<file path="src/rtl/kamacore_pkg.sv">
// Shared defaults and state type for the kamacore fetch front end.
package kamacore_pkg;
  localparam int KC_ADDR_WIDTH = 8;
  localparam int KC_CPU_WIDTH  = 32;
  localparam int KC_RESET_PC   = 0;

  typedef enum logic [1:0] {
    BOOT = 2'd0,
    RUN  = 2'd1,
    HALT = 2'd2
  } fetch_state_t;
endpackage

</file>
<file path="src/rtl/kamacore_sat_counter.sv">
// Saturating up-counter with synchronous clear; sticks at all-ones.
module kamacore_sat_counter #(
  parameter int WIDTH = 32
) (
  input  logic             clk,
  input  logic             clear,
  input  logic             inc,
  output logic [WIDTH-1:0] count
);
  logic [WIDTH-1:0] count_q;
  logic [WIDTH-1:0] count_d;

  always_comb begin
    count_d = count_q;
    if (inc && (count_q != '1)) begin
      count_d = count_q + WIDTH'(1);
    end
  end

  always_ff @(posedge clk) begin
    if (clear) begin
      count_q <= '0;
    end else begin
      count_q <= count_d;
    end
  end

  assign count = count_q;
endmodule

</file>
<file path="src/rtl/kamacore_fetch_ctrl.sv">
// PC sequencer and IF/ID register with branch squash, stall and halt/resume.
// Define KAMACORE_FETCH_PERF_EN to add fetched/bubble performance counters.
module kamacore_fetch_ctrl
  import kamacore_pkg::*;
#(
  parameter int ADDR_WIDTH = KC_ADDR_WIDTH,
  parameter int CPU_WIDTH  = KC_CPU_WIDTH,
  parameter int RESET_PC   = KC_RESET_PC
) (
  input  logic                  clk,
  input  logic                  rst,
  input  logic                  stall,
  input  logic                  branch_valid,
  input  logic [ADDR_WIDTH-1:0] branch_target,
  input  logic                  halt,
  input  logic                  resume,
  output logic [ADDR_WIDTH-1:0] imem_addr,
  input  logic [CPU_WIDTH-1:0]  imem_rdata,
  output logic                  if_valid,
  output logic [ADDR_WIDTH-1:0] if_pc,
  output logic [CPU_WIDTH-1:0]  if_instruction,
  output logic                  halted
`ifdef KAMACORE_FETCH_PERF_EN
  ,
  output logic [31:0]           perf_fetched,
  output logic [31:0]           perf_bubbles
`endif
);
  fetch_state_t          state_q, state_d;
  logic [ADDR_WIDTH-1:0] pc_q, pc_d;
  logic                  if_valid_q, if_valid_d;
  logic [ADDR_WIDTH-1:0] if_pc_q, if_pc_d;
  logic [CPU_WIDTH-1:0]  if_instr_q, if_instr_d;
  logic                  halted_q, halted_d;

  always_comb begin
    state_d    = state_q;
    pc_d       = pc_q;
    if_valid_d = if_valid_q;
    if_pc_d    = if_pc_q;
    if_instr_d = if_instr_q;
    halted_d   = halted_q;
    unique case (state_q)
      BOOT: begin
        if (halt) begin
          state_d  = HALT;
          halted_d = 1'b1;
        end else begin
          state_d = RUN;
        end
      end
      RUN: begin
        // A redirect squashes the word already fetched even under stall.
        if (branch_valid) begin
          pc_d       = branch_target;
          if_valid_d = 1'b0;
        end else if (halt) begin
          state_d    = HALT;
          halted_d   = 1'b1;
          if_valid_d = 1'b0;
        end else if (!stall) begin
          if_instr_d = imem_rdata;
          if_pc_d    = pc_q;
          if_valid_d = 1'b1;
          pc_d       = pc_q + ADDR_WIDTH'(1);
        end
      end
      HALT: begin
        if (branch_valid) begin
          pc_d = branch_target;
        end
        if (resume && !halt) begin
          state_d  = RUN;
          halted_d = 1'b0;
        end
      end
      default: state_d = BOOT;
    endcase
  end

  always_ff @(posedge clk) begin
    if (rst) begin
      state_q    <= BOOT;
      pc_q       <= ADDR_WIDTH'(RESET_PC);
      if_valid_q <= 1'b0;
      if_pc_q    <= '0;
      if_instr_q <= '0;
      halted_q   <= 1'b0;
    end else begin
      state_q    <= state_d;
      pc_q       <= pc_d;
      if_valid_q <= if_valid_d;
      if_pc_q    <= if_pc_d;
      if_instr_q <= if_instr_d;
      halted_q   <= halted_d;
    end
  end

  assign imem_addr      = pc_q;
  assign if_valid       = if_valid_q;
  assign if_pc          = if_pc_q;
  assign if_instruction = if_instr_q;
  assign halted         = halted_q;

`ifdef KAMACORE_FETCH_PERF_EN
  logic in_run;
  logic fetch_inc;
  logic bubble_inc;

  assign in_run     = (state_q == RUN);
  assign fetch_inc  = in_run && !branch_valid && !halt && !stall;
  assign bubble_inc = in_run && (branch_valid || halt);

  kamacore_sat_counter #(.WIDTH(32)) u_fetched_cnt (
    .clk   (clk),
    .clear (rst),
    .inc   (fetch_inc),
    .count (perf_fetched)
  );

  kamacore_sat_counter #(.WIDTH(32)) u_bubble_cnt (
    .clk   (clk),
    .clear (rst),
    .inc   (bubble_inc),
    .count (perf_bubbles)
  );
`endif
endmodule

</file>
<file path="config.mk">
export PLATFORM = sky130hd
export DESIGN_NAME = kamacore_fetch_ctrl
export DESIGN_NICKNAME = d
export VERILOG_FILES = /design/src/rtl/kamacore_pkg.sv /design/src/rtl/kamacore_sat_counter.sv /design/src/rtl/kamacore_fetch_ctrl.sv
export SDC_FILE = /design/constraint.sdc
export NUM_CORES = 1
export LEC_CHECK = 0
export ABC_AREA = 1
export BUFFER_PORTS_ARGS = -buffer_cell sky130_fd_sc_hd__buf_2
export CAP_MARGIN = 40
export CELL_PAD_IN_SITES_DETAIL_PLACEMENT = 0
export CELL_PAD_IN_SITES_GLOBAL_PLACEMENT = 2
export CORE_ASPECT_RATIO = 1.4
export CORE_MARGIN = 3
export CORE_UTILIZATION = 25
export CTS_CLUSTER_DIAMETER = 80
export DETAILED_ROUTE_END_ITERATION = 10
export HOLD_SLACK_MARGIN = 0.08
export PLACE_DENSITY = 0.76
export SYNTH_ARGS = -nofsm -noshare
export SYNTH_HDL_FRONTEND = slang
export SYNTH_SLANG_ARGS = --single-unit
</file>
<file path="constraint.sdc">
create_clock -name clk -period 1.3 [get_ports clk]
set_input_delay 0 -clock clk [delete_from_list [all_inputs] [get_ports clk]]
set_output_delay 0 -clock clk [all_outputs]
set_load 0.005 [all_outputs]
</file>
# Word-level counts from Yosys, hierarchy flattened
# Index checks and enable logic that the tools add are counted.
[classes]
n_reduce_logical = 10
bitwise = 3
add_sub_neg = 1
eq_ne = 9
n_mux = 17
[ops]
columns = ["op", "n"]
rows = [
  ["8-bit two-way mux", 4],
  ["8-bit case mux with 2 select lines", 1],
  ["8-bit by 1-bit adder with 8-bit output (second input constant)", 1],
  ["2-bit two-way mux", 4],
  ["2-bit inequality test (second input constant)", 4],
  ["4-bit AND reduction", 2],
  ["1-bit two-way mux", 6],
  ["3-bit inequality test (second input constant)", 2],
  ["2-bit case mux with 3 select lines", 1],
  ["3-bit AND reduction", 2],
  ["3-bit by 1-bit inequality test with 1-bit output (second input constant)", 1],
  ["1-bit NOT", 3],
  ["1-bit case mux with 3 select lines", 1],
  ["3-bit nonzero test", 1],
  ["2-bit by 1-bit == test with 1-bit output (second input constant)", 1],
  ["2-bit == test (second input constant)", 1],
  ["2-bit logical NOT", 1],
  ["2-bit AND reduction", 1],
  ["2-bit nonzero test", 1],
  ["1-bit logical AND", 1],
  ["1-bit logical NOT", 1],
]
[word_totals]
ff_bits = 52
elab_cells = 46

# Longest topological paths before layout
# Gate-level depths: netlist (run 1).
[depth]
depth_word = 5
depth_mapped = 9
mapped_depth_nobuf = 9

# Least setup slack after synthesis (run 1)
# Ideal clock, no wire load.
[synth_path]
path_kind = "register to register"
start = "register state_q[1]"
end = "register pc_q[4] (netlist: imem_addr[4])"
setup_slack_ns = 0.146
stages_incl_launch_ff = 7
arrival_ns = 1.034
path_buffers = 0
synth_period_minus_slack_ns = 1.154
setup_ns = 0.119
t_required_ns = 1.181
path_cell_list = "dfxtp_1 -> nand2_2 -> nand2_2 -> inv_2 -> or2_2 -> nand2_1 -> a21oi_1"
[synth_between]
elab_chain_cells = 3
[synth_rtl]
columns = ["element", "line", "rtl"]
rows = [
  ["start: declaration", "kamacore_fetch_ctrl.sv:29", "fetch_state_t state_q, state_d;"],
  ["start signal: assignment", "kamacore_fetch_ctrl.sv:90", "state_q <= state_d;"],
  ["2-bit by 1-bit == test with 1-bit output or 2-bit == test (tied branches)", "kamacore_fetch_ctrl.sv:43", "unique case (state_q)"],
  ["3-bit inequality test (no line) (tied with other cells)", "-", ""],
  ["4-bit AND reduction (no line)", "-", ""],
  ["end signal: assignment", "kamacore_fetch_ctrl.sv:84", "pc_q <= ADDR_WIDTH'(RESET_PC);"],
  ["end signal: assignment", "kamacore_fetch_ctrl.sv:91", "pc_q <= pc_d;"],
  ["end: declaration", "kamacore_fetch_ctrl.sv:30", "logic [ADDR_WIDTH-1:0] pc_q, pc_d;"],
]
# Several ways; a longest one is shown, not always the timed one.
# A chain may end at the register's enable or synchronous reset.

# Final worst setup path (run 1)
[layout_path]
start = "register state_q[0]"
end = "register if_pc_q[2] (netlist: if_pc[2])"
[layout_between]
elab_chain_cells = 2
[layout_rtl]
columns = ["element", "line", "rtl"]
rows = [
  ["2-bit by 1-bit == test with 1-bit output", "kamacore_fetch_ctrl.sv:43", ""],
  ["4-bit AND reduction (no line)", "-", ""],
  ["end signal: assignment", "kamacore_fetch_ctrl.sv:93", "if_pc_q <= if_pc_d;"],
  ["end: declaration", "kamacore_fetch_ctrl.sv:32", "logic [ADDR_WIDTH-1:0] if_pc_q, if_pc_d;"],
]
# Every way passes these cells.

==> run_results.csv, run 1 <==
group,metric,value,unit
synthesis,netlist_top_cells_area,"sky130_fd_sc_hd__dfxtp_1, sky130_fd_sc_hd__nor2_1, sky130_fd_sc_hd__o21ai_0",
pwr,worst_ir_drop_vdd,0.6151,mV
synthesis,netlist.area_leader.share,0.4840,
worst_hold_path,timing.hold.worst.start,"branch_valid",
synthesis,post_synth_inst_count,281,
timing,timing_hold_violations_final,0,
clock_network,ctsLongestPathBuffers,2,
synthesis,synthesis.yosys.warnings,0,
routing,drc,0,
pwr,power,4.129,mW
clock_network,clkTransAtPathRegs,0.07,ns
floorplan,placementRows,39,
timing,setup_repair_after_global_routing_missed_its_margin,"yes",
clock_network,cts_made_buffers,5,
grt,grt_pass1_vias,2163,
timing,final_max_slew_viol_count,0,
setup_path,worstPathBufferInverterCount,3,
pwr,power.leakage,1.689,nW
grt,antenna_violations_before_repair,0,
worst_hold_path,hold_depth,3,
routing,detailroute.via_count,2323,
setup_path,critical_path.max_stage_delay,0.33,ns
grt,grt_max_degree,37,
grt,gr-usage-all-layers,0.1322,
timing,fin_skew,0.002836,ns
timing,period_minus_slack,1.300,ns
floorplan,die-area,9768,um^2
worst_hold_path,holdCritPathClass,"in -> reg",
setup_path,cp_data_arrival_time,1.48,ns
timing,setup-violations-final,0,
setup_path,cp_cell_sequence,"inv_2 -> nor2_4 -> nand4_4 -> buf_12 -> buf_6 -> o21ai_1 -> nor2_1",
clock_network,clkSinkCount,52,
grt,grt_first_pass_wirelength,10.39,mm
synthesis,yosys.area.top_type,"sky130_fd_sc_hd__dfxtp_1",
synthesis,synth_area,2151,um^2
routing,drt-total-wl,6.887,mm
routing,via_per_inst,4.334,
placed_design,port_buffers,95,
synthesis,synth_fp_nets,328,
clock_network,clock_tree.htree_level_count,2,
routing,drt-initial-drc-count,64,
clock_network,clk_latency,0.28,ns
timing,hold_ws,0.1241,ns
setup_path,endpoint_kind,"register",
synthesis,share_of_synthesized_area_occupied_by_flip_flops_and_latches,0.4840,
worst_hold_path,timing.hold.worst_endpoint,"state_q[1]$_SDFFE_PP0P_",
synthesis,synth.distinct_cells,26,
setup_path,crit_fanout,8,
status,outcome,"completed",
final_layout,area_growth_syn_to_layout,70.56,%
setup_path,crit_type,"reg -> reg",
routing,per_cell_routed_wire_length,12.85,um
floorplan,die_height,115.7,um
clock_network,cts_tree,"yes",
floorplan,floorplan.die.width,84.39,um
placed_design,place.gp.congestion,0.7280,
synthesis,yosys_register_bits,52,
clock_network,root_buffer,"sky130_fd_sc_hd__clkbuf_16",
routing,final_antenna_net_count,0,
timing,maxSlewHeadroom,0.7895,
synthesis,post_synth.cell_area_avg,7.654,um^2
setup_path,worst-r2r-cell-count,7,
floorplan,core_area,8247,um^2
setup_path,timing.critical_path.required,1.48,ns
pwr,power.density,1126,nW/um^2
routing,first_pass_iters,4,
grt,grt_overflow_total,0,
setup_path,critical_path.startpoint_type,"register",
setup_path,worst-r2r-setup-slack,0.00008,ns
final_layout,post_route_cells_drive_above_1_share,0.3848,
placed_design,place_hpwl,4.561,mm
setup_path,library_cell_contributing_the_largest_single_delay_on_the_critical_path,"sky130_fd_sc_hd__dfxtp_2",
timing,period_share,0.9999,
setup_path,critical_path.top_delay_family,"buffers and inverters",
final_layout,layout.nets,481,
floorplan,io-pin-count,96,
setup_path,r2r_start,"state_q[0]$_SDFFE_PP0P_",
timing,worst-slew-pin-transition,0.3158,ns
floorplan,start_util,0.2608,
timing,timing_limited_maximum_frequency,769.3,MHz
final_layout,count_of_antenna_diodes_in_the_layout,0,
job,cap_violations,0,
setup_path,r2r_end,"if_pc[2]$_SDFFE_PP0P_",
logic make-up after synthesis:
logic type                 after synthesis  synth area share
xor gates and xnor gates                 3           0.01222
AOI/OAI and AO/OA                       69            0.1635
adders and majority gates                1          0.005816
DFF                                     52            0.4840
and+or+nand+nor                        129            0.2571
buffers and inverters                   27           0.07736
cell usage after synthesis:
cell                       count
sky130_fd_sc_hd__nor2_4        1
sky130_fd_sc_hd__clkbuf_2      1
sky130_fd_sc_hd__buf_8         1
sky130_fd_sc_hd__inv_8         1
sky130_fd_sc_hd__o21a_1        1
sky130_fd_sc_hd__inv_2         4
sky130_fd_sc_hd__a21oi_1      16
sky130_fd_sc_hd__ha_1          1
sky130_fd_sc_hd__nand4_2       1
sky130_fd_sc_hd__nor2_2       10
sky130_fd_sc_hd__or2_0         1
sky130_fd_sc_hd__xor2_1        2
sky130_fd_sc_hd__o21ai_1       7
sky130_fd_sc_hd__dfxtp_1      52
sky130_fd_sc_hd__a31oi_1       1
sky130_fd_sc_hd__nand2_1      29
sky130_fd_sc_hd__buf_6         6
sky130_fd_sc_hd__or2_2         2
sky130_fd_sc_hd__inv_1         9
sky130_fd_sc_hd__nor2_1       73
sky130_fd_sc_hd__clkbuf_1      5
sky130_fd_sc_hd__a211oi_1      1
sky130_fd_sc_hd__nand2_2       4
sky130_fd_sc_hd__nand3_1       8
sky130_fd_sc_hd__o21ai_0      43
sky130_fd_sc_hd__xnor2_1       1
cell type report:
| type | instances | area [um^2] |
|---|---|---|
| fillers | 839 | 4578 |
| repair buffers | 158 | 1192 |
| flip-flops and latches | 52 | 1047 |
| multi-input cells | 202 | 1023 |
| well taps | 102 | 127.6 |
| clock buffers | 5 | 125.1 |
| inverters | 14 | 81.33 |
| clock inverters | 2 | 60.06 |
| repair inverters | 1 | 11.26 |
through the flow:
| step | cells | utilization | setup slack, ns | cell area [um^2] | setup TNS [ns] |
|---|---|---|---|---|---|
| global placement | 477 | 0.3396 | -0.002416 | 2800 | -0.002416 |
| finish | 536 | 0.4448 | 0.00007705 | 3669 | 0 |
| CTS | 528 | 0.4166 | 0.0009406 | 3436 | 0 |
| floorplan | 281 | - | 0.1463 | 2151 | 0 |
| detailed placement | 477 | 0.3396 | -0.005178 | 2800 | -0.007766 |
| global route | 536 | 0.4448 | -0.07951 | 3669 | -1.839 |
worst register-to-register path, stage by stage (launching register included):
cell	delay, ns
sky130_fd_sc_hd__dfxtp_2	0.33
sky130_fd_sc_hd__inv_2	0.05
sky130_fd_sc_hd__nor2_4	0.16
sky130_fd_sc_hd__nand4_4	0.15
sky130_fd_sc_hd__buf_12	0.20
sky130_fd_sc_hd__buf_6	0.14
sky130_fd_sc_hd__o21ai_1	0.11
sky130_fd_sc_hd__nor2_1	0.05
layer usage:
| metal | vias up | GRT usage | part of all wire |
|---|---|---|---|
| met4 | 0 | 0.04435 | 0.016 |
| li1 | 1218 | - | - |
| met2 | 61 | 0.2408 | 0.51 |
| met1 | 1035 | 0.1575 | 0.43 |
| met3 | 9 | 0.02205 | 0.045 |
| met5 | - | 0 | 0 |
worst max path at each step:
stage                                 start                         endpoint  depth (start not counted)
global route        state_q[0]$_SDFFE_PP0P_  if_instruction[27]$_SDFFE_PP0P_                          7
global placement    state_q[1]$_SDFFE_PP0P_        imem_addr[5]$_SDFFE_PP0P_                          7
floorplan           state_q[1]$_SDFFE_PP0P_        imem_addr[4]$_SDFFE_PP0P_                          6
CTS                 state_q[0]$_SDFFE_PP0P_  if_instruction[29]$_SDFFE_PP0P_                          7
finish              state_q[0]$_SDFFE_PP0P_            if_pc[2]$_SDFFE_PP0P_                          7
detailed placement  state_q[0]$_SDFFE_PP0P_            if_pc[2]$_SDFFE_PP0P_                          8
what timing repair did:
action,in CTS,in global routing
pin swaps,0,6
setup buffers,0,3
hold buffers,44,0
resized for setup,2,55
hold endpoints to repair,43,0
gates cloned,0,5
setup endpoints to repair,13,39
report_power, final:
group          switching (mW)  total (mW)  leakage [nW]  internal (mW)
clock                   0.576        1.67        0.0899           1.09
sequential             0.0645        1.75         0.424           1.68
combinational           0.340       0.715          1.17          0.375
total                   0.981        4.13          1.69           3.15
sequential cells by signal (all words and copies together) (netlist names):
| name | flops |
|---|---|
| if_instruction | 32 |
| state_q | 2 |
| if_pc | 8 |
| imem_addr | 8 |
| halted | 1 |
| if_valid | 1 |
cell usage in the layout, fill, tap and decap left out, types with 2 or more instances in the layout:
master                          instances
sky130_fd_sc_hd__buf_12                 5
sky130_fd_sc_hd__inv_1                  9
sky130_fd_sc_hd__bufinv_16              2
sky130_fd_sc_hd__nor2_2                11
sky130_fd_sc_hd__inv_2                  3
sky130_fd_sc_hd__o21ai_0               19
sky130_fd_sc_hd__buf_4                  7
sky130_fd_sc_hd__nand2_4                2
sky130_fd_sc_hd__a21oi_1               16
sky130_fd_sc_hd__xor2_1                 2
sky130_fd_sc_hd__o21ai_2               15
sky130_fd_sc_hd__dfxtp_2                5
sky130_fd_sc_hd__buf_6                  3
sky130_fd_sc_hd__nor2_1                72
sky130_fd_sc_hd__dfxtp_1               47
sky130_fd_sc_hd__clkbuf_16              8
sky130_fd_sc_hd__buf_2                 95
sky130_fd_sc_hd__nand2_1               28
sky130_fd_sc_hd__dlygate4sd3_1         44
sky130_fd_sc_hd__o21ai_1               16
sky130_fd_sc_hd__or2_2                  2
sky130_fd_sc_hd__nand3_1                8
sky130_fd_sc_hd__nand2_2                3
Power figures use the tool's default switching activity.
==> inputs of run 2 (changes only) <==
- CELL_PAD_IN_SITES_GLOBAL_PLACEMENT: 2 -> 1
- CORE_UTILIZATION: 25 -> 32
- PLACE_DENSITY: 0.76 -> 0.74
==> run_results.csv, run 2 (synthesis results as in run 1) <==
group,metric,value,unit
status,outcome,"completed",
final_layout,area_growth_syn_to_layout,60.56,%
pwr,seqPwrFrac,0.486,
floorplan,placementRows,34,
grt,grt_first_pass_wirelength,9.632,mm
floorplan,io-pin-count,96,
final_layout,sequential_cell_area,1044,um^2
grt,use_met1,0.1849,
setup_path,crit_cells,8,
timing,worst-slew-pin-transition,0.2915,ns
clock_network,clkSinkCount,52,
pwr,sw_frac_of_total,0.2673,
setup_path,critical_path.top_delay_family,"flip-flops",
floorplan,floorplan.die.width,75.29,um
timing,timing_hold_violations_final,0,
setup_path,timing.critical_path.required,1.54,ns
routing,drt-initial-drc-count,55,
grt,gr-usage-met2,0.2841,
grt,gr-usage-met3,0.03220,
pwr,power.net_switching,0.9585,mW
timing,period_minus_slack,1.266,ns
timing,setup_repair_after_global_routing_missed_its_margin,"yes",
grt,grt_overflow_total,0,
grt,grt_pass1_vias,2160,
pwr,power.density,1038,nW/um^2
pwr,power.leakage,1.587,nW
pwr,worst_ir_drop_vdd,0.5969,mV
setup_path,worst-r2r-cell-count,8,
setup_path,crit_type,"reg -> reg",
setup_path,library_cell_contributing_the_largest_single_delay_on_the_critical_path,"sky130_fd_sc_hd__dfxtp_2",
final_layout,post_route_cells_drive_above_1_share,0.3788,
timing,totalNegativeSetupSlack,0,ns
final_layout,area_taken_by_multi_input_logic_gates,1023,um^2
timing,maxSlewHeadroom,0.8054,
clock_network,clkTransAtPathRegs,0.10,ns
final_layout,count_of_antenna_diodes_in_the_layout,0,
final_layout,final_common_cell,"sky130_fd_sc_hd__buf_2",
setup_path,cp_data_arrival_time,1.51,ns
routing,final_antenna_net_count,0,
grt,antenna_violations_before_repair,0,
setup_path,r2r_start,"state_q[0]$_SDFFE_PP0P_",
final_layout,layout.nets,479,
routing,per_cell_routed_wire_length,12.72,um
clock_network,clock_tree.htree_level_count,2,
routing,drc,0,
floorplan,start_util,0.3371,
grt,gr-usage-all-layers,0.1577,
clock_network,cts_made_buffers,5,
placed_design,dp_worst_setup_slack,-0.04404,ns
timing,timing_limited_maximum_frequency,789.8,MHz
worst_hold_path,timing.hold.worst.start,"branch_target[7]",
grt,grt_max_degree,42,
pwr,clock_power_share,0.317,
setup_path,crit_fanout,3,
setup_path,cp_cell_sequence,"inv_2 -> nor2_4 -> buf_4 -> nand3_2 -> buf_4 -> a21oi_1 -> nand2_1 -> a21oi_1",
placed_design,port_buffers,95,
job,cap_violations,0,
placed_design,place.gp.congestion,0.7802,
final_layout,mostFrequentLayoutCells,"sky130_fd_sc_hd__buf_2, sky130_fd_sc_hd__nor2_1, sky130_fd_sc_hd__dfxtp_1, sky130_fd_sc_hd__dlygate4sd3_1, sky130_fd_sc_hd__o21ai_0",
routing,via_per_inst,4.606,
timing,fin_skew,0.008260,ns
routing,drt-total-wl,6.425,mm
clock_network,root_buffer,"sky130_fd_sc_hd__clkbuf_8",
timing,period_share,0.9739,
clock_network,cts_tree,"yes",
placed_design,place_hpwl,4.158,mm
routing,detailroute.via_count,2326,
worst_hold_path,holdCritPathClass,"in -> reg",
routing,first_pass_iters,4,
setup_path,critical_path.startpoint_type,"register",
pwr,internal_power,2.627,mW
setup_path,critical_path.max_stage_delay,0.35,ns
timing,final_max_slew_viol_count,0,
clock_network,clk_latency,0.30,ns
setup_path,endpoint_kind,"register",
timing,setup-violations-final,0,
grt,gr-max-usage-layer,"met2",
floorplan,die_height,103.0,um
final_layout,num-fill-cells,658,
worst_hold_path,hold_depth,5,
setup_path,timing.critical_path.from,"state_q[0]$_SDFFE_PP0P_",
clock_network,ctsLongestPathBuffers,2,
pwr,p_comb_frac,0.197,
setup_path,worstPathBufferInverterCount,3,
floorplan,core_area,6381,um^2
final_layout,largest_reg_flops,32,
timing,final.setup.worst_slack,0.03390,ns
floorplan,die-area,7755,um^2
-- run 2: cell count changes in the layout (fill, tap and decap cells not counted), moves of 3 or more --
cell,delta
sky130_fd_sc_hd__a21oi_1,-5
sky130_fd_sc_hd__a21oi_2,+5
sky130_fd_sc_hd__buf_12,-3
sky130_fd_sc_hd__buf_4,+5
sky130_fd_sc_hd__clkbuf_16,-8
sky130_fd_sc_hd__clkbuf_8,+5
sky130_fd_sc_hd__dfxtp_1,+3
sky130_fd_sc_hd__dfxtp_2,-3
sky130_fd_sc_hd__o21ai_0,+12
sky130_fd_sc_hd__o21ai_2,-13
-- run 2: repair_timing --
action / CTS / global route
pin swaps: 0 / 2
setup buffers: 0 / 5
hold buffers: 42 / 0
gates resized for setup: 3 / 40
cloned: 1 / 3
endpoints found under the setup margin: 20 / 45
endpoints found under the hold margin: 44 / 0
-- run 2: stage by stage --
| step | total power, mW | utilization | hold slack [ns] | instance area, um^2 | instances |
|---|---|---|---|---|---|
| floorplan | 2.063 | - | 0.06907 | 2151 | 281 |
| global route | 3.793 | 0.5412 | 0.1234 | 3453 | 505 |
| CTS | 3.567 | 0.5137 | 0.09477 | 3278 | 497 |
| global placement | 2.304 | 0.4239 | 0.2253 | 2705 | 446 |
| detailed placement | 2.308 | 0.4239 | 0.2200 | 2705 | 446 |
| finish | 3.585 | 0.5412 | 0.1046 | 3453 | 505 |
-- run 2: cell type report --
| cell class | instances | share of cell area |
|---|---|---|
| inverter | 14 | 0.02464 |
| multi-input combinational | 202 | 0.2964 |
| clock buffer | 5 | 0.01993 |
| timing repair buffer | 154 | 0.3069 |
| clock inverter | 3 | 0.01341 |
| tap | 72 | 0.02609 |
| sequential | 52 | 0.3022 |
| timing repair inverter | 3 | 0.01051 |
-- run 2: power by group through the flow --
stage | logic [mW] | registers [mW] | clock network (mW)
6_report | 0.707 | 1.74 | 1.14
3_5_place_dp | 0.534 | 1.77 | 0
2_1_floorplan | 0.280 | 1.78 | 0
3_3_place_gp | 0.531 | 1.77 | 0
4_1_cts | 0.644 | 1.74 | 1.18
5_1_grt | 0.794 | 1.75 | 1.25
-- run 2: worst reg2reg max path: cells and delay by family (launching register included) --
| kind | cells | cell delay (ns) |
|---|---|---|
| flip-flops | 1 | 0.35 |
| buffers and inverters | 3 | 0.34 |
| AND/OR/NAND/NOR | 3 | 0.28 |
| AO/OA/AOI/OAI | 2 | 0.24 |
-- run 2: layer usage --
metal  vias to the layer above  part of all wire
met5                         -                 0
met4                         0             0.010
met3                         6             0.051
met2                        68              0.51
met1                      1041              0.43
li1                       1211                 -
-- run 2: path summary, 6_finish.rpt --
kind,to,slack (ns)
worst max-delay path,imem_addr[7]$_SDFFE_PP0P_,0.03
worst min-delay path,imem_addr[7]$_SDFFE_PP0P_,0.10
worst max register to register,imem_addr[7]$_SDFFE_PP0P_,0.03
worst min register to register,if_instruction[21]$_SDFFE_PP0P_,0.48
==> inputs of run 3 (changes only) <==
- ABC_AREA: 1 -> not set
==> run_results.csv, run 3 <==
group,metric,value,unit
setup_path,critical_path.top_delay_family,"compound AO/OA/AOI/OAI gates",
timing,fin_skew,0.006582,ns
setup_path,cp_data_arrival_time,1.57,ns
timing,maxSlewHeadroom,0.7029,
timing,setup_repair_after_global_routing_missed_its_margin,"yes",
final_layout,largest_reg_flops,32,
worst_hold_path,timing.hold.worst.start,"branch_target[6]",
clock_network,clock_tree.htree_level_count,2,
timing,totalNegativeSetupSlack,-0.1602,ns
synthesis,edff_count_synth,0,
final_layout,count_of_antenna_diodes_in_the_layout,0,
grt,grt_pass1_vias,2124,
synthesis,synthesis.yosys.warnings,0,
final_layout,finish.utilization,0.5729,
synthesis,yosys_register_bits,52,
final_layout,mostFrequentLayoutCells,"sky130_fd_sc_hd__buf_2, sky130_fd_sc_hd__nand2_1, sky130_fd_sc_hd__dfxtp_1, sky130_fd_sc_hd__dlygate4sd3_1, sky130_fd_sc_hd__a21oi_1",
status,outcome,"finished with violations",
synthesis,ys_dominant_reg_cell,"sky130_fd_sc_hd__dfxtp_1",
timing,period_share,1.039,
timing,period_minus_slack,1.350,ns
clock_network,root_buffer,"sky130_fd_sc_hd__clkbuf_8",
routing,drt-total-wl,6.671,mm
placed_design,place.gp.congestion,0.7705,
clock_network,ctsLongestPathBuffers,2,
clock_network,clkSinkCount,52,
status,violations,"negative setup slack",
setup_path,critical_path.max_stage_delay,0.36,ns
job,cap_violations,0,
setup_path,crit_fanout,6,
setup_path,worstPathBufferInverterCount,1,
placed_design,port_buffers,95,
placed_design,place_hpwl,4.296,mm
final_layout,final_common_cell,"sky130_fd_sc_hd__buf_2",
routing,via_per_inst,4.805,
synthesis,yosysMostFrequentCell,"sky130_fd_sc_hd__nand2_1",
grt,grt_first_pass_wirelength,10.17,mm
clock_network,clk_latency,0.31,ns
routing,final_antenna_net_count,0,
floorplan,die_height,102.2,um
timing,timing_limited_maximum_frequency,740.5,MHz
synthesis,synth_fp_nets,309,
synthesis,share_of_synthesized_area_occupied_by_flip_flops_and_latches,0.4920,
setup_path,critical_path.startpoint_type,"register",
floorplan,io-pin-count,96,
synthesis,netlist_top_cells_area,"sky130_fd_sc_hd__dfxtp_1, sky130_fd_sc_hd__nand2_1, sky130_fd_sc_hd__a21oi_1",
routing,first_pass_iters,4,
floorplan,floorplan.die.width,74.72,um
worst_hold_path,timing.hold.worst_endpoint,"imem_addr[6]$_SDFFE_PP0P_",
worst_hold_path,hold_depth,3,
synthesis,netlist.area_leader.share,0.4920,
routing,per_cell_routed_wire_length,13.53,um
setup_path,endpoint_kind,"register",
pwr,power.leakage,1.581,nW
synthesis,asr_flop_ratio_synth,0,
floorplan,die-area,7637,um^2
synthesis,synth_top_cells_by_count,"sky130_fd_sc_hd__nand2_1, sky130_fd_sc_hd__dfxtp_1, sky130_fd_sc_hd__a21oi_1",
setup_path,timing.critical_path.required,1.52,ns
timing,worst-slew-pin-transition,0.4456,ns
synthesis,post_synth.cell_area_avg,8.075,um^2
floorplan,start_util,0.3360,
floorplan,placementRows,34,
grt,grt_overflow_total,0,
setup_path,worst-r2r-setup-slack,-0.05,ns
clock_network,clkTransAtPathRegs,0.09,ns
synthesis,synth_area,2116,um^2
setup_path,worst-r2r-cell-count,4,
synthesis,synth.distinct_cells,41,
synthesis,post_synth_inst_count,262,
setup_path,r2r_start,"state_q[1]$_SDFFE_PP0P_",
timing,setup-violations-final,11,
grt,grt_max_degree,21,
setup_path,cp_cell_sequence,"and2b_2 -> a22o_4 -> buf_4 -> a221oi_2",
clock_network,cts_tree,"yes",
grt,antenna_violations_before_repair,0,
grt,gr-usage-all-layers,0.1727,
timing,final.setup.worst_slack,-0.05040,ns
setup_path,crit_type,"reg -> reg",
final_layout,post_route_cells_drive_above_1_share,0.4347,
synthesis,yosys.area.top_type,"sky130_fd_sc_hd__dfxtp_1",
routing,drt-initial-drc-count,91,
timing,final_max_slew_viol_count,0,
setup_path,library_cell_contributing_the_largest_single_delay_on_the_critical_path,"sky130_fd_sc_hd__dfxtp_4",
routing,drc,0,
clock_network,cts_made_buffers,5,
timing,timing_hold_violations_final,0,
final_layout,layout.nets,468,
floorplan,core_area,6296,um^2
pwr,power.density,887.9,nW/um^2
routing,detailroute.via_count,2369,
worst_hold_path,holdCritPathClass,"in -> reg",
final_layout,area_growth_syn_to_layout,70.49,%
pwr,worst_ir_drop_vdd,0.5271,mV
setup_path,r2r_end,"imem_addr[0]$_SDFFE_PP0P_",
-- run 3: logic make-up after synthesis --
family | share of synthesized area
compound gates | 0.1981
fa+ha+maj | 0.005913
buf+inv | 0.05736
flops | 0.4920
mux | 0.01419
simple gates | 0.2324
-- run 3: per-stage QoR --
step	area (um^2)	total power, mW	std cells	hold slack, ns	setup WS [ns]
after floorplan	2125	1.915	262	0.1165	-0.1158
after global placement	2789	2.115	434	0.2411	-0.1011
after detailed placement	2789	2.119	434	0.2463	-0.1526
after CTS	3378	3.151	485	0.08627	-0.03523
after global routing	3607	3.360	493	0.08913	-0.1092
final	3607	3.203	493	0.08941	-0.05040
-- run 3: layout make-up --
type	count	area, um^2
clock buffers	5	68.82
clock inverters	2	11.26
fillers	600	2689
inverters	5	18.77
multi-input cells	186	1107
flip-flops and latches	52	1047
well taps	72	90.09
repair buffers	171	1264
-- run 3: worst max path at each step --
stage                       startpoint                         to  slack (ns)  cells after the start
2_1_floorplan  state_q[1]$_SDFFE_PP0P_  imem_addr[7]$_SDFFE_PP0P_       -0.12                      6
3_3_place_gp   state_q[1]$_SDFFE_PP0P_  imem_addr[0]$_SDFFE_PP0P_       -0.10                      4
3_5_place_dp   state_q[1]$_SDFFE_PP0P_  imem_addr[0]$_SDFFE_PP0P_       -0.15                      4
4_1_cts        state_q[1]$_SDFFE_PP0P_  imem_addr[5]$_SDFFE_PP0P_       -0.04                      4
5_1_grt        state_q[1]$_SDFFE_PP0P_  imem_addr[4]$_SDFFE_PP0P_       -0.11                      4
6_report       state_q[1]$_SDFFE_PP0P_  imem_addr[0]$_SDFFE_PP0P_       -0.05                      4
-- run 3: power breakdown --
part           switching [mW]  total [mW]  internal [mW]
sequential             0.0267        1.66           1.64
clock                   0.540       0.907          0.368
combinational           0.278       0.633          0.355
-- run 3: worst reg2reg max path: cells and delay by family (launching register included) --
| family | cells | cell delay [ns] |
|---|---|---|
| flops | 1 | 0.36 |
| buf+inv | 1 | 0.14 |
| simple gates | 1 | 0.23 |
| compound gates | 2 | 0.53 |
-- run 3: repair_timing --
action / CTS / global route
endpoints found under the setup margin: 46 / 47
pin swaps: 5 / 15
setup buffers: 4 / 7
gates cloned: 1 / 2
endpoints found under the hold margin: 40 / 0
gates resized for setup: 14 / 51
hold buffers: 39 / 0
-- run 3: metal layers --
metal  vias to the layer above  wire, um  GRT usage
met5                         -         0          0
met4                         0       100    0.05479
met3                         8       341    0.03543
met2                        67      3469     0.2952
met1                      1098      2759     0.2150
li1                       1196         -          -
